### config.mk
export PLATFORM = sky130hd
export DESIGN_NAME = bram_pim_arbiter
export DESIGN_NICKNAME = d
export VERILOG_FILES = /design/src/rtl/bram_pim_arb_pkg.sv /design/src/rtl/pim_rr_picker.sv /design/src/rtl/bram_pim_arbiter.sv
export SDC_FILE = /design/constraint.sdc
export NUM_CORES = 1
export LEC_CHECK = 0
export CAP_MARGIN = 10
export CORE_MARGIN = 2
export CORE_UTILIZATION = 35
export CTS_CLUSTER_DIAMETER = 120
export CTS_CLUSTER_SIZE = 25
export DETAILED_ROUTE_END_ITERATION = 12
export GPL_TIMING_DRIVEN = 0
export PLACE_DENSITY_LB_ADDON = 0.12
export SYNTH_ARGS = -nofsm -noshare
export SYNTH_HDL_FRONTEND = slang
export SYNTH_SLANG_ARGS = --single-unit
export TNS_END_PERCENT = 1
### constraint.sdc
create_clock -name clk -period 2.48 [get_ports clk]
set_clock_uncertainty 0.15 [all_clocks]
set_input_delay 0.744 -clock clk [delete_from_list [all_inputs] [get_ports clk]]
set_output_delay 0.744 -clock clk [all_outputs]
set_load 0.05 [all_outputs]
### src/rtl/bram_pim_arb_pkg.sv
// bram_pim_arb_pkg: arbiter state type and width helpers shared by the arbiter and its picker
package bram_pim_arb_pkg;
  typedef enum logic {IDLE = 1'b0, BURST = 1'b1} state_t;
  function automatic int clog2(input int v);
    int r;
    r = 0;
    while ((1 << r) < v) r++;
    return r;
  endfunction
  function automatic int id_w(input int n);
    return (clog2(n) < 1) ? 1 : clog2(n);
  endfunction
endpackage

### src/rtl/pim_rr_picker.sv
// pim_rr_picker: returns the first set request at or after start, wrapping around
module pim_rr_picker import bram_pim_arb_pkg::*; #(
  parameter int N = 4,
  parameter int W = id_w(N)
) (
  input  logic [N-1:0] req,
  input  logic [W-1:0] start,
  output logic [W-1:0] gnt_id,
  output logic         any
);
  logic [W-1:0] k;
  always_comb begin
    gnt_id = '0;
    k = '0;
    for (int i = N - 1; i >= 0; i--) begin
      k = W'((int'(start) + i) % N);
      if (req[k]) gnt_id = k;
    end
  end
  assign any = |req;
endmodule

### src/rtl/bram_pim_arbiter.sv
// bram_pim_arbiter: burst arbiter sharing one bram_pim port among NUM_REQ requesters.
// Define PIM_ARB_ROUND_ROBIN_EN for round-robin arbitration; otherwise lowest index wins.
module bram_pim_arbiter import bram_pim_arb_pkg::*; #(
  parameter int NUM_REQ = 4,
  parameter int ADDR_WIDTH = 11,
  parameter int DATA_WIDTH = 8,
  parameter int MAX_BURST = 16,
  localparam int ID_W = id_w(NUM_REQ)
) (
  input  logic                          clk,
  input  logic                          rst,
  input  logic [NUM_REQ-1:0]            req_valid,
  output logic [NUM_REQ-1:0]            req_ready,
  input  logic [NUM_REQ-1:0]            req_we,
  input  logic [NUM_REQ-1:0]            req_last,
  input  logic [NUM_REQ*ADDR_WIDTH-1:0] req_addr,
  input  logic [NUM_REQ*DATA_WIDTH-1:0] req_data,
  output logic                          mem_we,
  output logic [ADDR_WIDTH-1:0]         mem_addr,
  output logic [DATA_WIDTH-1:0]         mem_data,
  input  logic [DATA_WIDTH-1:0]         mem_out,
  output logic                          rsp_valid,
  output logic [ID_W-1:0]               rsp_id,
  output logic [DATA_WIDTH-1:0]         rsp_data
);
  localparam int CNT_W = id_w(MAX_BURST);
  state_t                r_state;
  logic [ID_W-1:0]       r_owner;
  logic [CNT_W-1:0]      r_cnt;
  logic [ADDR_WIDTH-1:0] r_addr;
  logic [DATA_WIDTH-1:0] r_data;
  logic [ID_W-1:0]       w_gnt, w_start;
  logic                  w_any, w_burst, w_acc, w_rd, w_rel;
  // rst gates the grant so a beat presented in the reset cycle is neither written nor answered
  assign w_burst   = (r_state == BURST) && !rst;
  assign w_acc     = w_burst && req_valid[r_owner];
  assign w_rd      = w_acc && !req_we[r_owner];
  assign w_rel     = w_acc && (req_last[r_owner] || r_cnt == CNT_W'(MAX_BURST - 1));
  assign req_ready = w_burst ? NUM_REQ'(1) << r_owner : '0;
  assign mem_we    = w_acc && req_we[r_owner];
  assign mem_addr  = (r_state == BURST) ? req_addr[int'(r_owner) * ADDR_WIDTH +: ADDR_WIDTH] : r_addr;
  assign mem_data  = (r_state == BURST) ? req_data[int'(r_owner) * DATA_WIDTH +: DATA_WIDTH] : r_data;
  assign rsp_data  = mem_out;
`ifdef PIM_ARB_ROUND_ROBIN_EN
  logic [ID_W-1:0] r_ptr;
  always_ff @(posedge clk)
    if (rst) r_ptr <= '0;
    else if (w_rel) r_ptr <= (r_owner == ID_W'(NUM_REQ - 1)) ? '0 : r_owner + ID_W'(1);
  assign w_start = r_ptr;
`else
  assign w_start = '0;
`endif
  pim_rr_picker #(.N(NUM_REQ), .W(ID_W)) u_pick (
    .req(req_valid), .start(w_start), .gnt_id(w_gnt), .any(w_any)
  );
  always_ff @(posedge clk) begin
    if (rst) begin
      r_state   <= IDLE;
      r_owner   <= '0;
      r_cnt     <= '0;
      r_addr    <= '0;
      r_data    <= '0;
      rsp_valid <= 1'b0;
      rsp_id    <= '0;
    end else begin
      r_addr    <= mem_addr;
      r_data    <= mem_data;
      rsp_valid <= w_rd;
      if (w_rd) rsp_id <= r_owner;
      if (r_state == IDLE && w_any) begin
        r_state <= BURST;
        r_owner <= w_gnt;
        r_cnt   <= '0;
      end else if (w_rel) r_state <= IDLE;
      else if (w_acc) r_cnt <= r_cnt + CNT_W'(1);
    end
  end
endmodule

* After elaboration in Yosys (flattened, before gate mapping)
Index checks and enable logic that the tools add are counted. W data, S select, Z words.
Storage, ports and cells: flip-flop bits (word level) 29, bits of input ports 98, output and inout port bits 35, logic and storage cells 44
Cells by class: add/subtract/negate cells 1, multipliers 1, order comparisons 1, eq/ne operators 1, shift operators 3, mux-type cells 15, bitwise gates (word level) 2, reduce and logical (&&, ||, !) cells 13
Operators by type and width (count):
- $shiftx A44 B7 Y11 | 1
- $shiftx A32 B6 Y8 | 1
- $mux W11 | 1
- $mux W2 | 4
- $mux W8 | 1
- $bmux W1 S2 | 3
- $logic_and A1 B1 Y1 | 6
- $mul A2 B4 Y6 const B | 1
- $mux W1 | 5
- $add A4 B1 Y4 const B | 1
- $eq A4 B4 Y1 const B | 1
- $mux W4 | 1
- $reduce_or A4 Y1 | 1
- $shl A1 B2 Y4 const A | 1
- $lt A2 B3 Y1 const B | 1
- $logic_not A1 Y1 | 2
- $not A1 Y1 | 2
- $reduce_and A2 Y1 | 1
- $reduce_bool A2 Y1 | 1
- $reduce_or A2 Y1 | 1
- $logic_or A1 B1 Y1 | 1

* Logic depth before layout (Yosys ltp)
Gate-level depths: netlist of the first run.
depth after elaboration 6, depth in mapped cells 6, gate-level depth less buffers 4

* By module
From an unflattened synthesis of the first run, not the netlist that was laid out.
Unflattened totals: cells, all modules 166, area, all modules 1873.0 µm²
Modules (own cells, without submodules):
- bram_pim_arbiter | times used 1, cells each 153, area an instance 1795.5 µm², sequential area each 580.6 µm²
- pim_rr_picker | times used 1, cells each 13, area an instance 77.6 µm², sequential area each 0.0 µm²

* Worst setup path after synthesis of the first run
OpenSTA, ideal clock, no wires.
path type input -> output, start in rst, end out mem_we, data arrival time 1884 ps, data required time 1586 ps, setup slack -298 ps, cell stages on the path 3, path buffers 0, cell sequence nor3b_1 > a2bb2oi_2 > nor2_1
On the way: longest elaborated chain between the ends 4
Ends and longest elaborated chain:
- from (decl) | line bram_pim_arbiter.sv:11 | input logic rst,
- $logic_not A1 Y1 | line bram_pim_arbiter.sv:35 | assign w_burst = (r_state == BURST) && !rst;
- $logic_and A1 B1 Y1 | line bram_pim_arbiter.sv:35
- $logic_and A1 B1 Y1 | line bram_pim_arbiter.sv:36 | assign w_acc = w_burst && req_valid[r_owner];
- $logic_and A1 B1 Y1 | line bram_pim_arbiter.sv:40 | assign mem_we = w_acc && req_we[r_owner];
- to (decl) | line bram_pim_arbiter.sv:18 | output logic mem_we,
Every way passes these cells.

* Final worst setup path of the first run
start in req_addr[42], end out mem_addr[9]
On the way: longest elaborated chain between the ends 2
Ends and longest elaborated chain:
- from (decl) | line bram_pim_arbiter.sv:16 | input logic [NUM_REQ*ADDR_WIDTH-1:0] req_addr,
- $shiftx A44 B7 Y11 | line bram_pim_arbiter.sv:41 | assign mem_addr = (r_state == BURST) ? req_addr[int'(r_owner) * ADDR_WIDTH +: ADDR_WIDTH] : r_addr;
- $mux W11 | line bram_pim_arbiter.sv:41
- to (decl) | line bram_pim_arbiter.sv:19 | output logic [ADDR_WIDTH-1:0] mem_addr,
Every way passes these cells.

==> results of run 1 <==
[flip-flops by register name, indices dropped and copies added (netlist names)]
name	flops
rsp_id	2
r_data	8
rsp_valid	1
r_cnt	4
r_owner	2
r_state	1
r_addr	11
[critical path: stages]
cell             delay, ns
clkdlybuf4s15_1       0.18
mux4_2                0.47
mux2_4                0.29
buf_8                 0.15
[what timing repair did]
| action | 4_1_cts | 5_1_grt |
|---|---|---|
| cloned | 0 | 1 |
| pin swaps | 3 | 1 |
| resized for setup | 399 | 1 |
| setup endpoints to repair | 32 | 24 |
| hold buffers | 0 | 0 |
| setup buffers | 10 | 2 |
[kinds of logic after synthesis]
kind of cell    after synthesis  synth area share (%)
compound gates               16                  5.80
fa+ha+maj                     1                 0.682
buf+inv                      24                  7.99
flops                        29                  31.7
mux                          45                  40.3
simple gates                 46                  13.6
[power by group through the flow]
stage | sequential (mW) | combinational, mW | clock [mW]
2_1_floorplan | 0.523 | 0.472 | 0
3_3_place_gp | 0.520 | 0.764 | 0
3_5_place_dp | 0.522 | 0.770 | 0
4_1_cts | 0.514 | 0.895 | 0.401
5_1_grt | 0.516 | 0.948 | 0.422
6_report | 0.513 | 0.902 | 0.388
[cells in the final DEF, fill, tap and decap left out, types with 2 or more instances in the layout]
cell type        netlist  routed
buf_12                 0       3
dfxtp_1               29      28
clkdlybuf4s50_1        0       7
mux2i_1                4       3
mux2_4                 0      20
nor2_1                12      11
buf_4                  8      29
nor2b_1               19      19
a21oi_1                5       5
buf_6                  3       5
buf_8                  0      20
nand3_1                5       5
clkbuf_1               4       3
mux4_2                21      21
buf_2                  3       6
nand2_1                4       4
o21ai_0                3       3
and2_1                 2       2
inv_1                  5       4
dlygate4sd2_1          0       7
clkbuf_8               0       6
clkdlybuf4s15_1        0      72
[per-layer routing]
layer / track usage (%) / up-vias / wire (µm)
met2: 32.6 / 93 / 2580
met1: 21.8 / 844 / 2300
met5: 0 / - / 0
met4: 6.36 / 0 / 78
li1: - / 871 / -
met3: 8.29 / 9 / 548
[how the worst max path moves through the flow]
stage	startpoint	to	slack (ns)	cells past startpoint
after floorplan	rst	req_ready[2]	-0.04	2
after global placement	rst	mem_we	-1.36	5
after detailed placement	rst	mem_we	-1.35	5
after CTS	r_owner[0]	mem_addr[4]	-0.27	5
after global routing	r_owner[0]	mem_data[0]	-0.29	5
final	req_addr[42]	mem_addr[9]	-0.25	4
[final cells by class]
type / instances / area, µm²
Sequential cell: 29 / 582
Timing Repair Buffer: 137 / 1430
Buffer: 19 / 160
Tap cell: 70 / 87.6
Inverter: 5 / 18.8
Clock buffer: 7 / 86.3
Fill cell: 419 / 1490
Multi-Input combinational cell: 108 / 1220
==> flow_summary.html, run 1 <==
<table>
<tr><th>Metric</th><th>Value</th></tr>
<tr><th colspan="2">Detailed routing</th></tr>
<tr><td>Drt via density</td><td>4.85</td></tr>
<tr><td>Drt first-iter violations</td><td>30</td></tr>
<tr><td>Via count</td><td>1817</td></tr>
<tr><td>Average detailed-routed wire length per instance</td><td>14.7 µm</td></tr>
<tr><td>Drc violations</td><td>0</td></tr>
<tr><td>Final ANT Viol Nets</td><td>0</td></tr>
<tr><td>Total wirelength of the detailed-routed design</td><td>5510 µm</td></tr>
<tr><td>Count of TritonRoute iterations in the first routing pass</td><td>4</td></tr>
<tr><th colspan="2">Clock network</th></tr>
<tr><td>Clk_lat worst skew</td><td>0.28 ns</td></tr>
<tr><td>Clock root cell</td><td>clkbuf_8</td></tr>
<tr><td>TritonCTS clock tree</td><td>built</td></tr>
<tr><td>Maximum root-to-sink buffer count</td><td>2</td></tr>
<tr><td>Number of sinks handled by clock tree synthesis</td><td>29</td></tr>
<tr><td>Number of H-tree branching levels</td><td>2</td></tr>
<tr><td>Clk pin slew, worst setup/hold paths</td><td>0.06 ns</td></tr>
<tr><td>TritonCTS Buffers</td><td>5</td></tr>
<tr><th colspan="2">STA</th></tr>
<tr><td>Pins over their slew limit</td><td>0</td></tr>
<tr><td>Post-Route Setup TNS</td><td>-5.04 ns</td></tr>
<tr><td>Highest clock rate</td><td>366 MHz</td></tr>
<tr><td>Ratio of final minimum period to clock period</td><td>110%</td></tr>
<tr><td>Transition time at the pin with the least slew margin</td><td>0.507 ns</td></tr>
<tr><td>Final Hold Slack</td><td>0.332 ns</td></tr>
<tr><td>Post-layout minimum cycle time</td><td>2.73 ns</td></tr>
<tr><td>Number of hold violations in the final report</td><td>0</td></tr>
<tr><td>Setup repair after global routing missed its margin</td><td>true</td></tr>
<tr><td>Worst-case setup margin in the final layout</td><td>-0.252 ns</td></tr>
<tr><td>Total of endpoints with negative setup slack in the final report</td><td>24</td></tr>
<tr><td>Relative slew slack</td><td>66.1%</td></tr>
<tr><th colspan="2">Power and ir drop</th></tr>
<tr><td>Fraction of power consumed by sequential logic</td><td>28.5%</td></tr>
<tr><td>Net switching power</td><td>0.605 mW</td></tr>
<tr><td>Fraction of power consumed by the clock network</td><td>21.5%</td></tr>
<tr><td>Cell internal power dissipation</td><td>1.20 mW</td></tr>
<tr><td>Part of the total power dissipated in combinational logic</td><td>50.0%</td></tr>
<tr><td>Total Power</td><td>1.80 mW</td></tr>
<tr><td>Power Dens Cells</td><td>503 nW/µm²</td></tr>
<tr><td>Leakage power of the design</td><td>1.51 nW</td></tr>
<tr><td>Switching Share</td><td>33.6%</td></tr>
<tr><td>Max VDD drop</td><td>0.244 mV</td></tr>
<tr><th colspan="2">Cells and area</th></tr>
<tr><td>Post-synthesis to final-layout area growth</td><td>95.5%</td></tr>
<tr><td>Final instance area</td><td>3580 µm²</td></tr>
<tr><td>Util after Layout</td><td>70.6%</td></tr>
<tr><td>Number of standard cells in the final layout excluding fillers</td><td>375</td></tr>
<tr><td>Number of nets in the final layout</td><td>404</td></tr>
<tr><td>Fraction of final layout cells with drive strength greater than 1</td><td>39.7%</td></tr>
<tr><td>ANT cells</td><td>0</td></tr>
<tr><th colspan="2">Critical path</th></tr>
<tr><td>Maximum net fanout on the critical path</td><td>2</td></tr>
<tr><td>FF-to-FF End</td><td>r_cnt[3]</td></tr>
<tr><td>Crit Path Category</td><td>in -&gt; out</td></tr>
<tr><td>Worst Setup Start Kind</td><td>primary input</td></tr>
<tr><td>Required arrival time at the worst endpoint</td><td>1.59 ns</td></tr>
<tr><td>R2R cell count</td><td>6</td></tr>
<tr><td>Worst setup slack for register-to-register paths</td><td>0.54 ns</td></tr>
<tr><td>Data arrival time of the critical path</td><td>1.84 ns</td></tr>
<tr><td>Type of destination of the critical path</td><td>output port</td></tr>
<tr><td>Origin of the critical flop-to-flop path</td><td>r_owner[0]</td></tr>
<tr><th colspan="2">Die</th></tr>
<tr><td>Floorplan Core Area</td><td>5070 µm²</td></tr>
<tr><td>Starting density of the core</td><td>36.1%</td></tr>
<tr><td>Die extent in y</td><td>76.4 µm</td></tr>
<tr><td>Number of core rows</td><td>26</td></tr>
<tr><td>Die span in x</td><td>76.4 µm</td></tr>
<tr><td># IOs</td><td>133</td></tr>
<tr><td>Die area</td><td>5830 µm²</td></tr>
<tr><th colspan="2">Synth</th></tr>
<tr><td>Most common cell in the netlist</td><td>dfxtp_1</td></tr>
<tr><td>Number of warning messages in the yosys log</td><td>0</td></tr>
<tr><td>Synth Cell Area</td><td>1830 µm²</td></tr>
<tr><td>Sequential element share of the synthesized area</td><td>31.7%</td></tr>
<tr><td>Flops &amp; latches, synth</td><td>29</td></tr>
<tr><td>Post-synthesis cell type with the largest combined area</td><td>dfxtp_1</td></tr>
<tr><td>Most used flip-flop cell after synthesis</td><td>dfxtp_1</td></tr>
<tr><td>Leading post-synthesis cells by cell area</td><td>dfxtp_1 32%, mux4_2 26%, mux2_2 12%, nor2b_1 6.5%, buf_4 3.3%</td></tr>
<tr><td>Post-Synthesis Net Count</td><td>260</td></tr>
<tr><td>Mean Syn Cell Area</td><td>11.4 µm²</td></tr>
<tr><td>Fraction of post-synthesis cell area in the top cell type by area</td><td>31.7%</td></tr>
<tr><td>Post-synth ARST share</td><td>0%</td></tr>
<tr><td>Number of enable flip-flop cells after synthesis</td><td>0</td></tr>
<tr><td>Commonest cells post-synth</td><td>29 x dfxtp_1, 21 x mux4_2, 20 x mux2_2</td></tr>
<tr><td>Library cells used by synthesis</td><td>30</td></tr>
<tr><td>Cells after Synth</td><td>161</td></tr>
<tr><th colspan="2">Global routing</th></tr>
<tr><td>Overall Global Routing Usage</td><td>19.3%</td></tr>
<tr><td>Vias in the first global route</td><td>1932</td></tr>
<tr><td>Initial antenna violation count</td><td>0</td></tr>
<tr><td>First-pass GRT wire length</td><td>8940 µm</td></tr>
<tr><td>Total congestion overflow after global routing</td><td>0</td></tr>
<tr><td>Largest net degree at the start of global routing</td><td>11</td></tr>
<tr><th colspan="2">Status</th></tr>
<tr><td>Run status</td><td>finished with violations</td></tr>
<tr><td>Failing checks</td><td>negative setup slack</td></tr>
<tr><th colspan="2">Worst hold path</th></tr>
<tr><td>Cell count of the worst hold path</td><td>2</td></tr>
<tr><td>HP Class</td><td>reg -&gt; reg</td></tr>
<tr><td>Beginning of the worst hold path</td><td>r_cnt[1]</td></tr>
<tr><td>End of the worst hold path</td><td>r_cnt[1]</td></tr>
<tr><th colspan="2">Run</th></tr>
<tr><td>Maximum Capacitance Violations</td><td>0</td></tr>
<tr><th colspan="2">Placement</th></tr>
<tr><td>Placed inst area</td><td>3170 µm²</td></tr>
<tr><td>Sum of net half-perimeters after detailed placement</td><td>4050 µm</td></tr>
<tr><td>Number of buffers inserted by port buffering</td><td>124</td></tr>
<tr><td>Number of cells in the design after placement</td><td>355</td></tr>
<tr><td>Dpl ws</td><td>-1.35 ns</td></tr>
<tr><td>Gpl congestion</td><td>0.702</td></tr>
</table>
(Power assumes the default switching activity.)
==> run 2: changes to the inputs <==
--- a/config.mk
+++ b/config.mk
@@ -5,6 +5,7 @@
 export SDC_FILE = /design/constraint.sdc
 export NUM_CORES = 1
 export LEC_CHECK = 0
+export ABC_CLOCK_PERIOD_IN_PS = 2480
 export CAP_MARGIN = 10
 export CORE_MARGIN = 2
 export CORE_UTILIZATION = 35
==> results of run 2 <==
No change in the layout: final DEF, timing and power equal those of run 1.
